File: src/rtl/rr_packet_arbiter.sv
// rr_packet_arbiter
//   Round-robin arbiter that shares one valid/ready stream between NUM_IN
//   requesters. The grant is held for a whole packet, from its first beat until
//   a beat with last=1 is accepted. Priority then rotates to the input after
//   the winner. Accepted beats go into a registered 2-entry skid buffer, so
//   t_ready never depends combinationally on i0_ready.
//
//   Handshake: a beat moves on a channel in any cycle where valid and ready are
//   both high at the rising clock edge. valid must not wait for ready. For the
//   output stream, i0_data/i0_last stay stable while i0_valid is high and
//   i0_ready is low.
//
// Ports
//   clk, rstf       clock; asynchronous active-low reset
//   t_data          NUM_IN packed beats, slice k = [k*DWIDTH +: DWIDTH]
//   t_valid/t_last  per-requester beat valid / end-of-packet
//   t_ready         per-requester accept (only the locked requester, never in IDLE)
//   i0_data/i0_last head beat of the skid buffer
//   i0_valid        skid buffer not empty
//   i0_ready        downstream accept
//   grant_id        current or most recent winner
//   busy            a packet is locked (exposes the FSM state)
module rr_packet_arbiter #(
    parameter int NUM_IN = 4,
    parameter int DWIDTH = 32
) (
    input  logic                      clk,
    input  logic                      rstf,
    input  logic [NUM_IN*DWIDTH-1:0]  t_data,
    input  logic [NUM_IN-1:0]         t_valid,
    input  logic [NUM_IN-1:0]         t_last,
    output logic [NUM_IN-1:0]         t_ready,
    output logic [DWIDTH-1:0]         i0_data,
    output logic                      i0_last,
    output logic                      i0_valid,
    input  logic                      i0_ready,
    output logic [$clog2(NUM_IN)-1:0] grant_id,
    output logic                      busy
);
    localparam int IW = $clog2(NUM_IN);
    localparam logic [IW-1:0] LAST_IDX = IW'(NUM_IN - 1);

    typedef enum logic {IDLE = 1'b0, LOCKED = 1'b1} state_t;

    state_t             state_q, state_d;
    logic [IW-1:0]      ptr_q, ptr_d, grant_d;
    logic [IW-1:0]      winner;
    logic               found;

    logic [DWIDTH-1:0]  sel_data;
    logic               sel_last, sel_valid;

    logic [DWIDTH-1:0]  buf_data [2];
    logic [1:0]         buf_last;
    logic               wr_idx, rd_idx;
    logic [1:0]         count;
    logic               space, push, pop;

    // Scan ptr, ptr+1, ..., wrapping, and take the first requester with valid set.
    always_comb begin : scan
        int idx;
        winner = ptr_q;
        found  = 1'b0;
        idx    = 0;
        for (int i = 0; i < NUM_IN; i++) begin
            idx = int'(ptr_q) + i;
            if (idx >= NUM_IN) idx = idx - NUM_IN;
            if (!found && t_valid[IW'(idx)]) begin
                found  = 1'b1;
                winner = IW'(idx);
            end
        end
    end

    // Each slice is gated by an explicit compare, so unselected slices
    // (possibly X) never reach the buffer.
    always_comb begin
        sel_data  = '0;
        sel_last  = 1'b0;
        sel_valid = 1'b0;
        for (int k = 0; k < NUM_IN; k++) begin
            if (grant_id == IW'(k)) begin
                sel_data  = t_data[k*DWIDTH +: DWIDTH];
                sel_last  = t_last[k];
                sel_valid = t_valid[k];
            end
        end
    end

    // Ready comes only from registered state, so no path back from i0_ready.
    assign space = (count != 2'd2);

    always_comb begin
        t_ready = '0;
        for (int k = 0; k < NUM_IN; k++) begin
            t_ready[k] = (state_q == LOCKED) && (grant_id == IW'(k)) && space;
        end
    end

    assign push     = (state_q == LOCKED) && sel_valid && space;
    assign pop      = i0_valid && i0_ready;
    assign busy     = (state_q == LOCKED);
    assign i0_valid = (count != 2'd0);
    assign i0_data  = buf_data[rd_idx];
    assign i0_last  = buf_last[rd_idx];

    always_comb begin
        state_d = state_q;
        ptr_d   = ptr_q;
        grant_d = grant_id;
        case (state_q)
            IDLE: begin
                if (found) begin
                    grant_d = winner;
                    state_d = LOCKED;
                end
            end
            LOCKED: begin
                // Release only when the last beat is actually accepted.
                if (push && sel_last) begin
                    state_d = IDLE;
                    ptr_d   = (grant_id == LAST_IDX) ? '0 : grant_id + 1'b1;
                end
            end
            default: state_d = IDLE;
        endcase
    end

    always_ff @(posedge clk or negedge rstf) begin
        if (!rstf) begin
            state_q  <= IDLE;
            ptr_q    <= '0;
            grant_id <= '0;
        end else begin
            state_q  <= state_d;
            ptr_q    <= ptr_d;
            grant_id <= grant_d;
        end
    end

    always_ff @(posedge clk or negedge rstf) begin
        if (!rstf) begin
            buf_data[0] <= '0;
            buf_data[1] <= '0;
            buf_last    <= '0;
            wr_idx      <= 1'b0;
            rd_idx      <= 1'b0;
            count       <= 2'd0;
        end else begin
            if (push) begin
                buf_data[wr_idx] <= sel_data;
                buf_last[wr_idx] <= sel_last;
                wr_idx           <= ~wr_idx;
            end
            if (pop) rd_idx <= ~rd_idx;
            case ({push, pop})
                2'b10:   count <= count + 2'd1;
                2'b01:   count <= count - 2'd1;
                default: count <= count;
            endcase
        end
    end

endmodule

File: config.mk
export PLATFORM = sky130hd
export DESIGN_NAME = rr_packet_arbiter
export DESIGN_NICKNAME = d
export VERILOG_FILES = /design/src/rtl/rr_packet_arbiter.sv
export SDC_FILE = /design/constraint.sdc
export NUM_CORES = 1
export LEC_CHECK = 0
export CAP_MARGIN = 20
export CORE_UTILIZATION = 49
export CTS_BUF_LIST = sky130_fd_sc_hd__clkbuf_8
export CTS_CLUSTER_DIAMETER = 100
export DETAILED_ROUTE_END_ITERATION = 8
export PLACE_DENSITY = 0.9
export SETUP_SLACK_MARGIN = 0.2
export SYNTH_ARGS = -nofsm -noshare
export SYNTH_HDL_FRONTEND = slang
export SYNTH_SLANG_ARGS = --single-unit
export TNS_END_PERCENT = 50
File: constraint.sdc
create_clock -name clk -period 5.4 [get_ports clk]
set_input_delay 1.08 -clock clk [delete_from_list [all_inputs] [get_ports clk]]
set_output_delay 1.08 -clock clk [all_outputs]
set_load 0.05 [all_outputs]
After elaboration in Yosys (flattened, before gate mapping) --
Index checks and enable logic that the tools add are counted.
Word-level totals: input bits 139, output and inout bits 41, register bits 75, logic and storage cells 121
Operators by class: eq/ne operators 6, order comparisons 14, reductions and logical operators 25, muxes and demuxes 52, $add $sub $neg 10, bitwise operators 5
Operators with widths (number):
- two-way mux 32 bit | 8
- bitwise mux 64 bit | 1
- demux 32 bit (select 1 bit) | 1
- two-way mux 1 bit | 25
- two-way mux 2 bit | 9
- logical AND 1 bit | 17
- less-than comparator 2 x 4 -> 1 bit (second input constant) | 4
- subtractor 2 x 1 -> 2 bit (second input constant) | 5
- >= comparator 3 bit (second input constant) | 3
- binary-select mux 1 bit (select 2 bit) | 4
- adder 2 x 2 -> 3 bit (second input constant) | 2
- == test 2 bit (second input constant) | 3
- adder 2 x 1 -> 2 bit (second input constant) | 2
- == test 2 x 1 -> 1 bit (second input constant) | 2
- >= comparator 2 bit (second input constant) | 2
- less-than comparator 1 x 2 -> 1 bit (second input constant) | 2
- NOT 1 -> 2 bit | 2
- one-hot mux 2 bit (2 select lines) | 1
- AND reduction 2 bit | 2
- nonzero test 2 bit | 2
- adder 2 x 1 -> 3 bit (second input constant) | 1
- >= comparator 2 x 3 -> 1 bit (second input constant) | 1
- logical NOT 1 bit | 3
- NOT 1 bit | 3
- 7 further kinds | 7

Longest topological paths before layout --
Gate-level depths: netlist (run 1).
depth after elaboration 17, gate-level depth with buffers 10, gate-level depth less buffers 9

Least setup slack after synthesis (run 1) --
Ideal clock, no wire load.
path kind flip-flop to output port, start point register grant_id[0], end point output t_ready[3], cell stages (with the launch flop) 6, path buffers 3, required time 4320 ps, slack 2226 ps, arrival time 2094 ps, cells stage by stage dfrtp_1 > ha_1 > buf_2 > clkbuf_1 > clkbuf_1 > and3_1
On the way: longest elaborated chain between the ends 3
Ends and longest elaborated chain:
- from (decl) | line 37 | output logic [$clog2(NUM_IN)-1:0] grant_id,
- from (signal assigned) | line 137 | grant_id <= grant_d;
- == test 2 bit | line 96 | t_ready[k] = (state_q == LOCKED) && (grant_id == IW'(k)) && space;
- logical AND 1 bit (2 in series) | line 96
- to (decl) | line 32 | output logic [NUM_IN-1:0] t_ready,
Every way passes these cells.

Final worst setup path (run 1) --
start point register grant_id[0], end point output t_ready[2]
Same word-level chain as after synthesis.

==> flow_summary.json, run 1 <==
{
  "cts_tree": "built",
  "overflow": 0,
  "layout-drive-gt1-share_pct": 21.5,
  "syn_to_final_growth_pct": 45.0,
  "grt_start_max_net_pins": 76,
  "critPathMaxStageDelay_ns": 0.80,
  "critPathBufInv": 3,
  "drt_iter0_drc": 144,
  "maxSlewHeadroom_pct": 38.5,
  "fin_tns_setup_ns": 0,
  "start_kind": "flop",
  "skew_ns": 0.00823,
  "dp_cells": 669,
  "wl_um": 12400,
  "cts_hold_buf": 0,
  "viasPerCell": 5.78,
  "fin_total_pwr_mw": 4.49,
  "die_height_um": 97.9,
  "fp.dieW_um": 97.9,
  "ys_types": 41,
  "cp-end-kind": "primary output",
  "clk_pin_slew_ns": 0.08,
  "htreeDepth": 3,
  "status": "finished, violations left",
  "cts_buffer_depth": 2,
  "hold_violations": 0,
  "finalNetCount": 717,
  "clock-sinks": 75,
  "required_ns": 4.32,
  "fmax_mhz": 265,
  "crit_path_cell_trace": "inv_1 > ha_2 > buf_16 > and3_1 > clkdlybuf4s50_1",
  "final.fill_count": 631,
  "drv_cap": 0,
  "grt_pass1_wl_um": 20100,
  "synth_area_um2": 4510,
  "root_buffer": "clkbuf_8",
  "syn_area_per_cell_um2": 11.0,
  "hp-class": "reg2reg",
  "crit_family": "buffers and inverters",
  "multi_input_area_um2": 2440,
  "grt_pass1_vias": 4132,
  "layout.cells.non_filler": 685,
  "crit_arrival_ns": 2.69,
  "coreArea_um2": 8810,
  "synthTopCellsByArea": "dfrtp_1 (42%), mux2_2 (24%), a221oi_1 (6.4%), o31ai_1 (5.3%), nor2b_1 (4.9%)",
  "dpl.hpwl_um": 8790,
  "cp_max_fo": 38,
  "synth_seq_area_share_pct": 41.6,
  "firstDrtPassIters": 9,
  "synth_seq_cells": 75,
  "io_pins": 180,
  "post_cts_buffers": 0,
  "power.density_nw_per_um2": 686,
  "setup_viol": 0,
  "postPlaceCellArea_um2": 6320,
  "fin_area_um2": 6540,
  "fin_crit_sh_pct": 69.9,
  "p_leak_nw": 2.63,
  "vdd_drop_max_mv": 0.429,
  "critPathKind": "reg2out",
  "ant_nets": 0,
  "cts_buffers": 9,
  "yosys_warnings": 0,
  "grt_use_total_pct": 26.0,
  "synth.top_cell.area_share_pct": 41.6,
  "port_buffers": 179,
  "fin_crit_ns": 3.77,
  "dieArea_um2": 9590,
  "place.gp.congestion": 0.879,
  "diodes": 0,
  "synth_nets": 555,
  "cts_resized": 0,
  "synthCells": 411,
  "final_cell_mix": "clkdlybuf4s50_1 (178), mux2_2 (96), dfrtp_1 (75)",
  "core.rowCount": 34,
  "yosysTopAreaCell": "dfrtp_1",
  "grt_setup_unrepaired": "no",
  "r2r_slack_ns": 2.29,
  "register_area_um2": 1880,
  "antenna_found_initial": 0,
  "drt-wirelength-per-cell_um": 18.1,
  "cp_slowest_cell": "clkdlybuf4s50_1",
  "initial_core_util_pct": 51.2,
  "tightest_slew_ns": 0.922,
  "clk_latency_ns": 0.34,
  "drv_slew": 0,
  "final_common_cell": "clkdlybuf4s50_1",
  "vias": 3961,
  "drc": 11,
  "violations": "design-rule violations"
}
## worst paths after layout
check,start,endpoint,cells past startpoint
setup / recovery,grant_id[0],t_ready[2],5
hold / removal,buf_data[37],buf_data[37],1
setup reg to reg,grant_id[0],buf_data[1],8
hold reg to reg,buf_data[37],buf_data[37],1
max in group asynchronous,rstf,buf_data[39],1
min in group asynchronous,rstf,grant_id[1],1
## kinds of logic (layout without fill, tap and decap cells)
group                    count (synthesis)  count (layout)  share of synthesized area, %
adder cells (fa/ha/maj)                  5               5                          1.39
multiplexers                            99              99                          24.7
buffers and inverters                   43             209                          4.41
flip-flops                              75              75                          41.6
XOR/XNOR                                 5               5                         0.972
AO/OA/AOI/OAI                           89              89                          15.3
AND/OR/NAND/NOR                         95              95                          11.5
## cell usage after synthesis
master,n
nand2b_1,3
xnor2_1,3
nor2_1,3
nand2_1,37
o31a_1,1
nand3_1,2
a21oi_1,6
xor2_1,2
and2_1,2
clkbuf_1,23
o22ai_1,1
o211ai_1,1
o41ai_1,1
buf_1,3
and3_1,5
or2_2,1
a31oi_1,1
o311ai_0,2
o2111ai_1,1
buf_4,3
dfrtp_1,75
nand3b_1,2
nor2b_1,35
nor3_4,1
nor3b_1,1
mux2_2,96
nor3b_4,1
or3_1,1
o21ai_0,5
a221oi_1,33
a211oi_1,1
a22oi_1,1
ha_1,5
buf_6,3
a221o_1,2
o31ai_1,32
buf_2,3
mux2_1,3
or4_1,1
inv_1,8
a22o_1,1
## worst reg2reg max path, cell delays in order, from the launching register on
cell and delay [ns]:
dfrtp_1 0.43, inv_1 0.12, ha_2 0.59, buf_16 0.25, a211oi_1 0.07, a221o_1 0.45
nor3b_4 0.21, buf_4 0.43, mux2_2 0.44
## metal layers
metal	global-route usage [%]	wire, um
met4	5.48	72
met2	48.7	6690
met3	5.58	853
met5	0	0
met1	30.4	4760
## sequential cells by signal (all words and copies together), names as in the netlist
signal	flops
busy	1
grant_id	2
buf_data	64
ptr_q	2
wr_idx	1
count	2
rd_idx	1
buf_last	2
## where the power goes
part           internal [mW]  switching [mW]  total (mW)
combinational           1.33            1.71        3.04
clock                  0.222           0.203       0.425
sequential             0.839           0.178        1.02
total                   2.39            2.10        4.49
## metrics by stage
stage,util [%],hold slack [ns],worst slack [ns]
4_1_cts,73.9,0.495,1.37
2_1_floorplan,-,0.452,2.23
3_3_place_gp,71.7,0.462,1.84
3_5_place_dp,71.7,0.479,1.74
6_report,74.2,0.491,1.63
5_1_grt,74.2,0.521,1.47
## layout make-up
class / instances / share of cell area (%)
inverters: 8 / 0.459
clock inverters: 5 / 0.842
well taps: 108 / 2.07
repair buffers: 186 / 28.5
flip-flops and latches: 75 / 28.7
multi-input cells: 293 / 37.3
clock buffers: 10 / 2.11
Note: power is estimated with default switching activity, not from simulation.
==> inputs of run 2 (changes only) <==
--- a/config.mk
+++ b/config.mk
@@ -6,11 +6,11 @@
 export NUM_CORES = 1
 export LEC_CHECK = 0
 export CAP_MARGIN = 20
-export CORE_UTILIZATION = 49
+export CORE_UTILIZATION = 41
 export CTS_BUF_LIST = sky130_fd_sc_hd__clkbuf_8
 export CTS_CLUSTER_DIAMETER = 100
 export DETAILED_ROUTE_END_ITERATION = 8
-export PLACE_DENSITY = 0.9
+export PLACE_DENSITY = 0.8
 export SETUP_SLACK_MARGIN = 0.2
 export SYNTH_ARGS = -nofsm -noshare
 export SYNTH_HDL_FRONTEND = slang
==> constraint.sdc (replaced) <==
create_clock -name clk -period 3.4 [get_ports clk]
set_input_delay 0.68 -clock clk [delete_from_list [all_inputs] [get_ports clk]]
set_output_delay 0.68 -clock clk [all_outputs]
set_load 0.05 [all_outputs]
==> run 2 against run 1 <==
  * The flow now finishes without violations
  * Count of clock-buffer cells in the layout unchanged
  * Die area rose by 19%
  * Via count shrank 0.68%
  * Global-route usage fell by 4.2 points
  * Clock power increased by 58%
  * Clock skew increased by 0.0042 ns
  * Sequential power is 62% higher
  * Register-to-register slack lost 1.6 ns
==> flow_summary.json, run 2 (synthesis gave the netlist of run 1 again) <==
{
  "internal_power_mw": 3.85,
  "fin_crit_ns": 3.06,
  "root_buffer": "clkbuf_8",
  "grt_setup_unrepaired": "no",
  "wl_um": 12100,
  "setup_viol": 0,
  "clock-sinks": 75,
  "place.gp.congestion": 0.862,
  "dieArea_um2": 11400,
  "tightest_slew_ns": 0.947,
  "cp-end-kind": "primary output",
  "grt_pass1_wl_um": 19700,
  "grt_start_max_net_pins": 76,
  "fin_crit_sh_pct": 90.0,
  "port_buffers": 179,
  "largest_register_ffs": 64,
  "firstDrtPassIters": 4,
  "core.rowCount": 37,
  "cts_buffers": 9,
  "crit_arrival_ns": 2.38,
  "status": "finished, final reports clean",
  "overflow": 0,
  "cp-startpoint": "grant_id[0]",
  "final_cell_mix": "clkdlybuf4s50_1 (177), mux2_2 (96), dfrtp_1 (74)",
  "grt_use_total_pct": 21.8,
  "layout-drive-gt1-share_pct": 22.1,
  "gr-usage-met3_pct": 4.19,
  "power_switching_mw": 3.30,
  "cp_max_fo": 36,
  "die_height_um": 107,
  "skew_ns": 0.0125,
  "required_ns": 2.72,
  "r2r_start": "grant_id[1]",
  "io_pins": 180,
  "dp_cells": 700,
  "power.density_nw_per_um2": 1080,
  "initial_core_util_pct": 42.9,
  "grt_busiest_layer": "met2",
  "fmax_mhz": 327,
  "clk_pin_slew_ns": 0.08,
  "cts_hold_buf": 0,
  "post_cts_buffers": 0,
  "drv_cap": 0,
  "vdd_drop_max_mv": 0.537,
  "layout.cells.non_filler": 715,
  "clkPwrFrac_pct": 9.4,
  "vias": 3934,
  "antenna_found_initial": 0,
  "final_common_cell": "clkdlybuf4s50_1",
  "p_comb_share_pct": 67.6,
  "p_leak_nw": 2.64,
  "coreArea_um2": 10500,
  "cts_buffer_depth": 2,
  "htreeDepth": 3,
  "fin_tns_setup_ns": 0,
  "regMostFlops": "buf_data",
  "viasPerCell": 5.50,
  "syn_to_final_growth_pct": 47.0,
  "hp-class": "in2async",
  "critPathKind": "reg2out",
  "power.share.sequential_pct": 23.1,
  "drv_slew": 0,
  "use_met1_pct": 26.0,
  "start_kind": "flop",
  "maxSlewHeadroom_pct": 36.9,
  "drt_iter0_drc": 200,
  "fp.dieW_um": 107,
  "hold_violations": 0,
  "postPlaceCellArea_um2": 6410,
  "finalNetCount": 719,
  "clk_latency_ns": 0.34,
  "use_met2_pct": 38.7,
  "cts_tree": "built",
  "switching_share_pct": 46.2,
  "diodes": 0,
  "grt_pass1_vias": 4087,
  "ant_nets": 0,
  "dpl.hpwl_um": 8630,
  "utilization_pct": 63.0,
  "fin_total_pwr_mw": 7.15,
  "drt-wirelength-per-cell_um": 16.9,
  "fin_area_um2": 6630,
  "drc": 0
}
run 2: changes by cell type in the layout (fill, tap and decap cells not counted), sizes merged:
cell	before	now
buf	8	11
clkdlybuf4s50	178	177
run 2: stage by stage:
| step | hold WS (ns) | setup WS (ns) |
|---|---|---|
| 2_1_floorplan | 0.384 | 0.626 |
| 6_report | 0.463 | 0.339 |
| 5_1_grt | 0.516 | 0.230 |
| 3_5_place_dp | 0.482 | 0.486 |
| 3_3_place_gp | 0.464 | 0.552 |
| 4_1_cts | 0.499 | 0.252 |
run 2: per-layer routing:
layer  vias to the layer above  wire length [um]
met1                      1905              5010
met4                         0               279
met5                         -                 0
li1                       1851                 -
met2                       153              5990
met3                        25               803
run 2: repair_timing:
action / CTS / global route
gates resized for setup: 2 / 1
gates cloned: 0 / 0
endpoints found under the setup margin: 9 / 1
run 2: final timing paths:
path / endpoint / slack [ns] / depth (start not counted)
worst max register to register: buf_data[35] / 0.71 / 8
worst max-delay path: t_ready[2] / 0.34 / 4
max in group asynchronous: rd_idx / 2.26 / 1
min in group clk: buf_data[37] / 0.49 / 1
worst min-delay path: grant_id[1] / 0.46 / 1
worst min register to register: buf_data[37] / 0.49 / 1
run 2: power by group through the flow:
stage	sequential, mW	combinational [mW]	clock (mW)
after floorplan	1.55	3.55	0
after global placement	1.62	4.74	0
after detailed placement	1.66	4.84	0
after CTS	1.65	4.87	0.687
after global routing	1.71	5.15	0.726
final	1.65	4.83	0.671
run 2: worst max-delay path, stage by stage, from the launching register on:
cell and delay (ns):
dfrtp_1 0.46, inv_1 0.17, ha_4 0.39, and3_1 0.22, clkdlybuf4s50_1 0.79
run 2: area by class of cell:
class | count | area (um^2)
Fill cell | 857 | 3880
Multi-Input combinational cell | 293 | 2460
Clock buffer | 10 | 138
Clock inverter | 5 | 55.1
Inverter | 8 | 30.0
Tap cell | 136 | 170
Sequential cell | 75 | 1880
Timing Repair Buffer | 188 | 1890
==> inputs of run 3 (changes only) <==
--- a/config.mk
+++ b/config.mk
@@ -11,7 +11,6 @@
 export CTS_CLUSTER_DIAMETER = 100
 export DETAILED_ROUTE_END_ITERATION = 8
 export PLACE_DENSITY = 0.8
-export SETUP_SLACK_MARGIN = 0.2
 export SYNTH_ARGS = -nofsm -noshare
 export SYNTH_HDL_FRONTEND = slang
 export SYNTH_SLANG_ARGS = --single-unit
==> run 3 against run 2 <==
  * Flip-flop and latch count stayed put
  * Maximum frequency fell by 5.4%
  * Critical path type unchanged
  * Critical path depth did not move
  * Largest cell class unchanged
==> flow_summary.json, run 3 (synthesis gave the netlist of run 1 again) <==
{
  "dieArea_um2": 11400,
  "multi_input_area_um2": 2440,
  "cts_tree": "built",
  "switching_share_pct": 46.2,
  "drv_cap": 0,
  "tightest_slew_ns": 0.948,
  "maxSlewHeadroom_pct": 36.8,
  "overflow": 0,
  "port_buffers": 179,
  "final_common_cell": "clkdlybuf4s50_1",
  "viasPerCell": 5.51,
  "fp.dieW_um": 107,
  "cp_max_fo": 36,
  "internal_power_mw": 3.83,
  "critPathKind": "reg2out",
  "initial_core_util_pct": 42.9,
  "wl_um": 12100,
  "power_switching_mw": 3.30,
  "fin_crit_ns": 3.24,
  "p_leak_nw": 2.64,
  "power.density_nw_per_um2": 1080,
  "hp-class": "in2async",
  "finalNetCount": 719,
  "diodes": 0,
  "cp-end-kind": "primary output",
  "crit_arrival_ns": 2.56,
  "hold_violations": 0,
  "antenna_found_initial": 0,
  "cp_slowest_cell": "clkdlybuf4s50_1",
  "cts_resized": 0,
  "syn_to_final_growth_pct": 46.5,
  "skew_ns": 0.0127,
  "root_buffer": "clkbuf_8",
  "clkPwrFrac_pct": 9.4,
  "dpl.hpwl_um": 8630,
  "htreeDepth": 3,
  "regMostFlops": "buf_data",
  "grt_pass1_vias": 4091,
  "clk_latency_ns": 0.34,
  "fin_crit_sh_pct": 95.2,
  "register_area_um2": 1880,
  "drt_iter0_drc": 192,
  "layout-drive-gt1-share_pct": 22.1,
  "fmax_mhz": 309,
  "largest_register_ffs": 64,
  "grt_start_max_net_pins": 76,
  "ant_nets": 0,
  "required_ns": 2.72,
  "cts_buffers": 9,
  "vdd_drop_max_mv": 0.538,
  "p_comb_share_pct": 67.6,
  "fin_tns_setup_ns": 0,
  "crit_path_cell_trace": "inv_1 > ha_2 > and3_1 > clkdlybuf4s50_1",
  "coreArea_um2": 10500,
  "r2r_slack_ns": 0.60,
  "crit_family": "buffers and inverters",
  "drt-wirelength-per-cell_um": 16.9,
  "final.fill_count": 860,
  "start_kind": "flop",
  "clk_pin_slew_ns": 0.08,
  "die_height_um": 107,
  "post_cts_buffers": 0,
  "cts_buffer_depth": 2,
  "grt_pass1_wl_um": 19700,
  "setup_viol": 0,
  "final_cell_mix": "clkdlybuf4s50_1 (177), mux2_2 (96), dfrtp_1 (74)",
  "status": "finished, final reports clean",
  "core.rowCount": 37,
  "critPathBufInv": 2,
  "place.gp.congestion": 0.862,
  "hold_slack_ns": 0.464,
  "vias": 3939,
  "firstDrtPassIters": 4,
  "drc": 0,
  "drv_slew": 0,
  "critPathMaxStageDelay_ns": 0.80,
  "grt_use_total_pct": 21.8,
  "grt_setup_unrepaired": "no",
  "cts_hold_buf": 0,
  "clock-sinks": 75,
  "io_pins": 180,
  "power.share.sequential_pct": 23.0
}
run 3: cell counts in the layout (fill, tap and decap cells not counted):
No cell type changed its count.
run 3: layout make-up:
| class | count | area share [%] |
|---|---|---|
| multi-input cells | 293 | 37.0 |
| repair buffers | 188 | 28.7 |
| flip-flops and latches | 75 | 28.4 |
| well taps | 136 | 2.58 |
| clock buffers | 10 | 2.08 |
| clock inverters | 5 | 0.834 |
| inverters | 8 | 0.455 |
run 3: through the flow:
step / utilization [%] / total power [mW] / instances / setup WS [ns] / instance area (um^2)
4_1_cts: 62.8 / 7.19 / 715 / 0.133 / 6600
5_1_grt: 62.8 / 7.56 / 715 / 0.0346 / 6600
3_3_place_gp: 61.0 / 6.36 / 700 / 0.552 / 6410
6_report: 62.8 / 7.13 / 715 / 0.164 / 6600
3_5_place_dp: 61.0 / 6.50 / 700 / 0.486 / 6410
2_1_floorplan: - / 5.11 / 411 / 0.626 / 4510
run 3: final timing paths:
kind	cells after the start	start	end
min	1	rstf	grant_id[1]
max in group asynchronous	1	rstf	rd_idx
max	4	grant_id[0]	t_ready[2]
min reg2reg	1	buf_data[37]	buf_data[37]
min in group clk	1	buf_data[37]	buf_data[37]
max reg2reg	7	grant_id[0]	buf_data[35]
run 3: layer usage:
layer / GRT usage, % / part of all wire (%) / up-vias
met5: 0 / 0 / -
met4: 8.51 / 2.3 / 0
met3: 4.19 / 6.7 / 25
met2: 38.7 / 49 / 163
met1: 25.8 / 42 / 1898
li1: - / - / 1853
run 3: power groups by stage:
stage	Sequential [mW]	Combinational (mW)	Clock, mW
floorplan	1.55	3.55	0
global placement	1.62	4.74	0
detailed placement	1.66	4.84	0
CTS	1.64	4.86	0.687
global route	1.70	5.14	0.726
finish	1.64	4.82	0.672
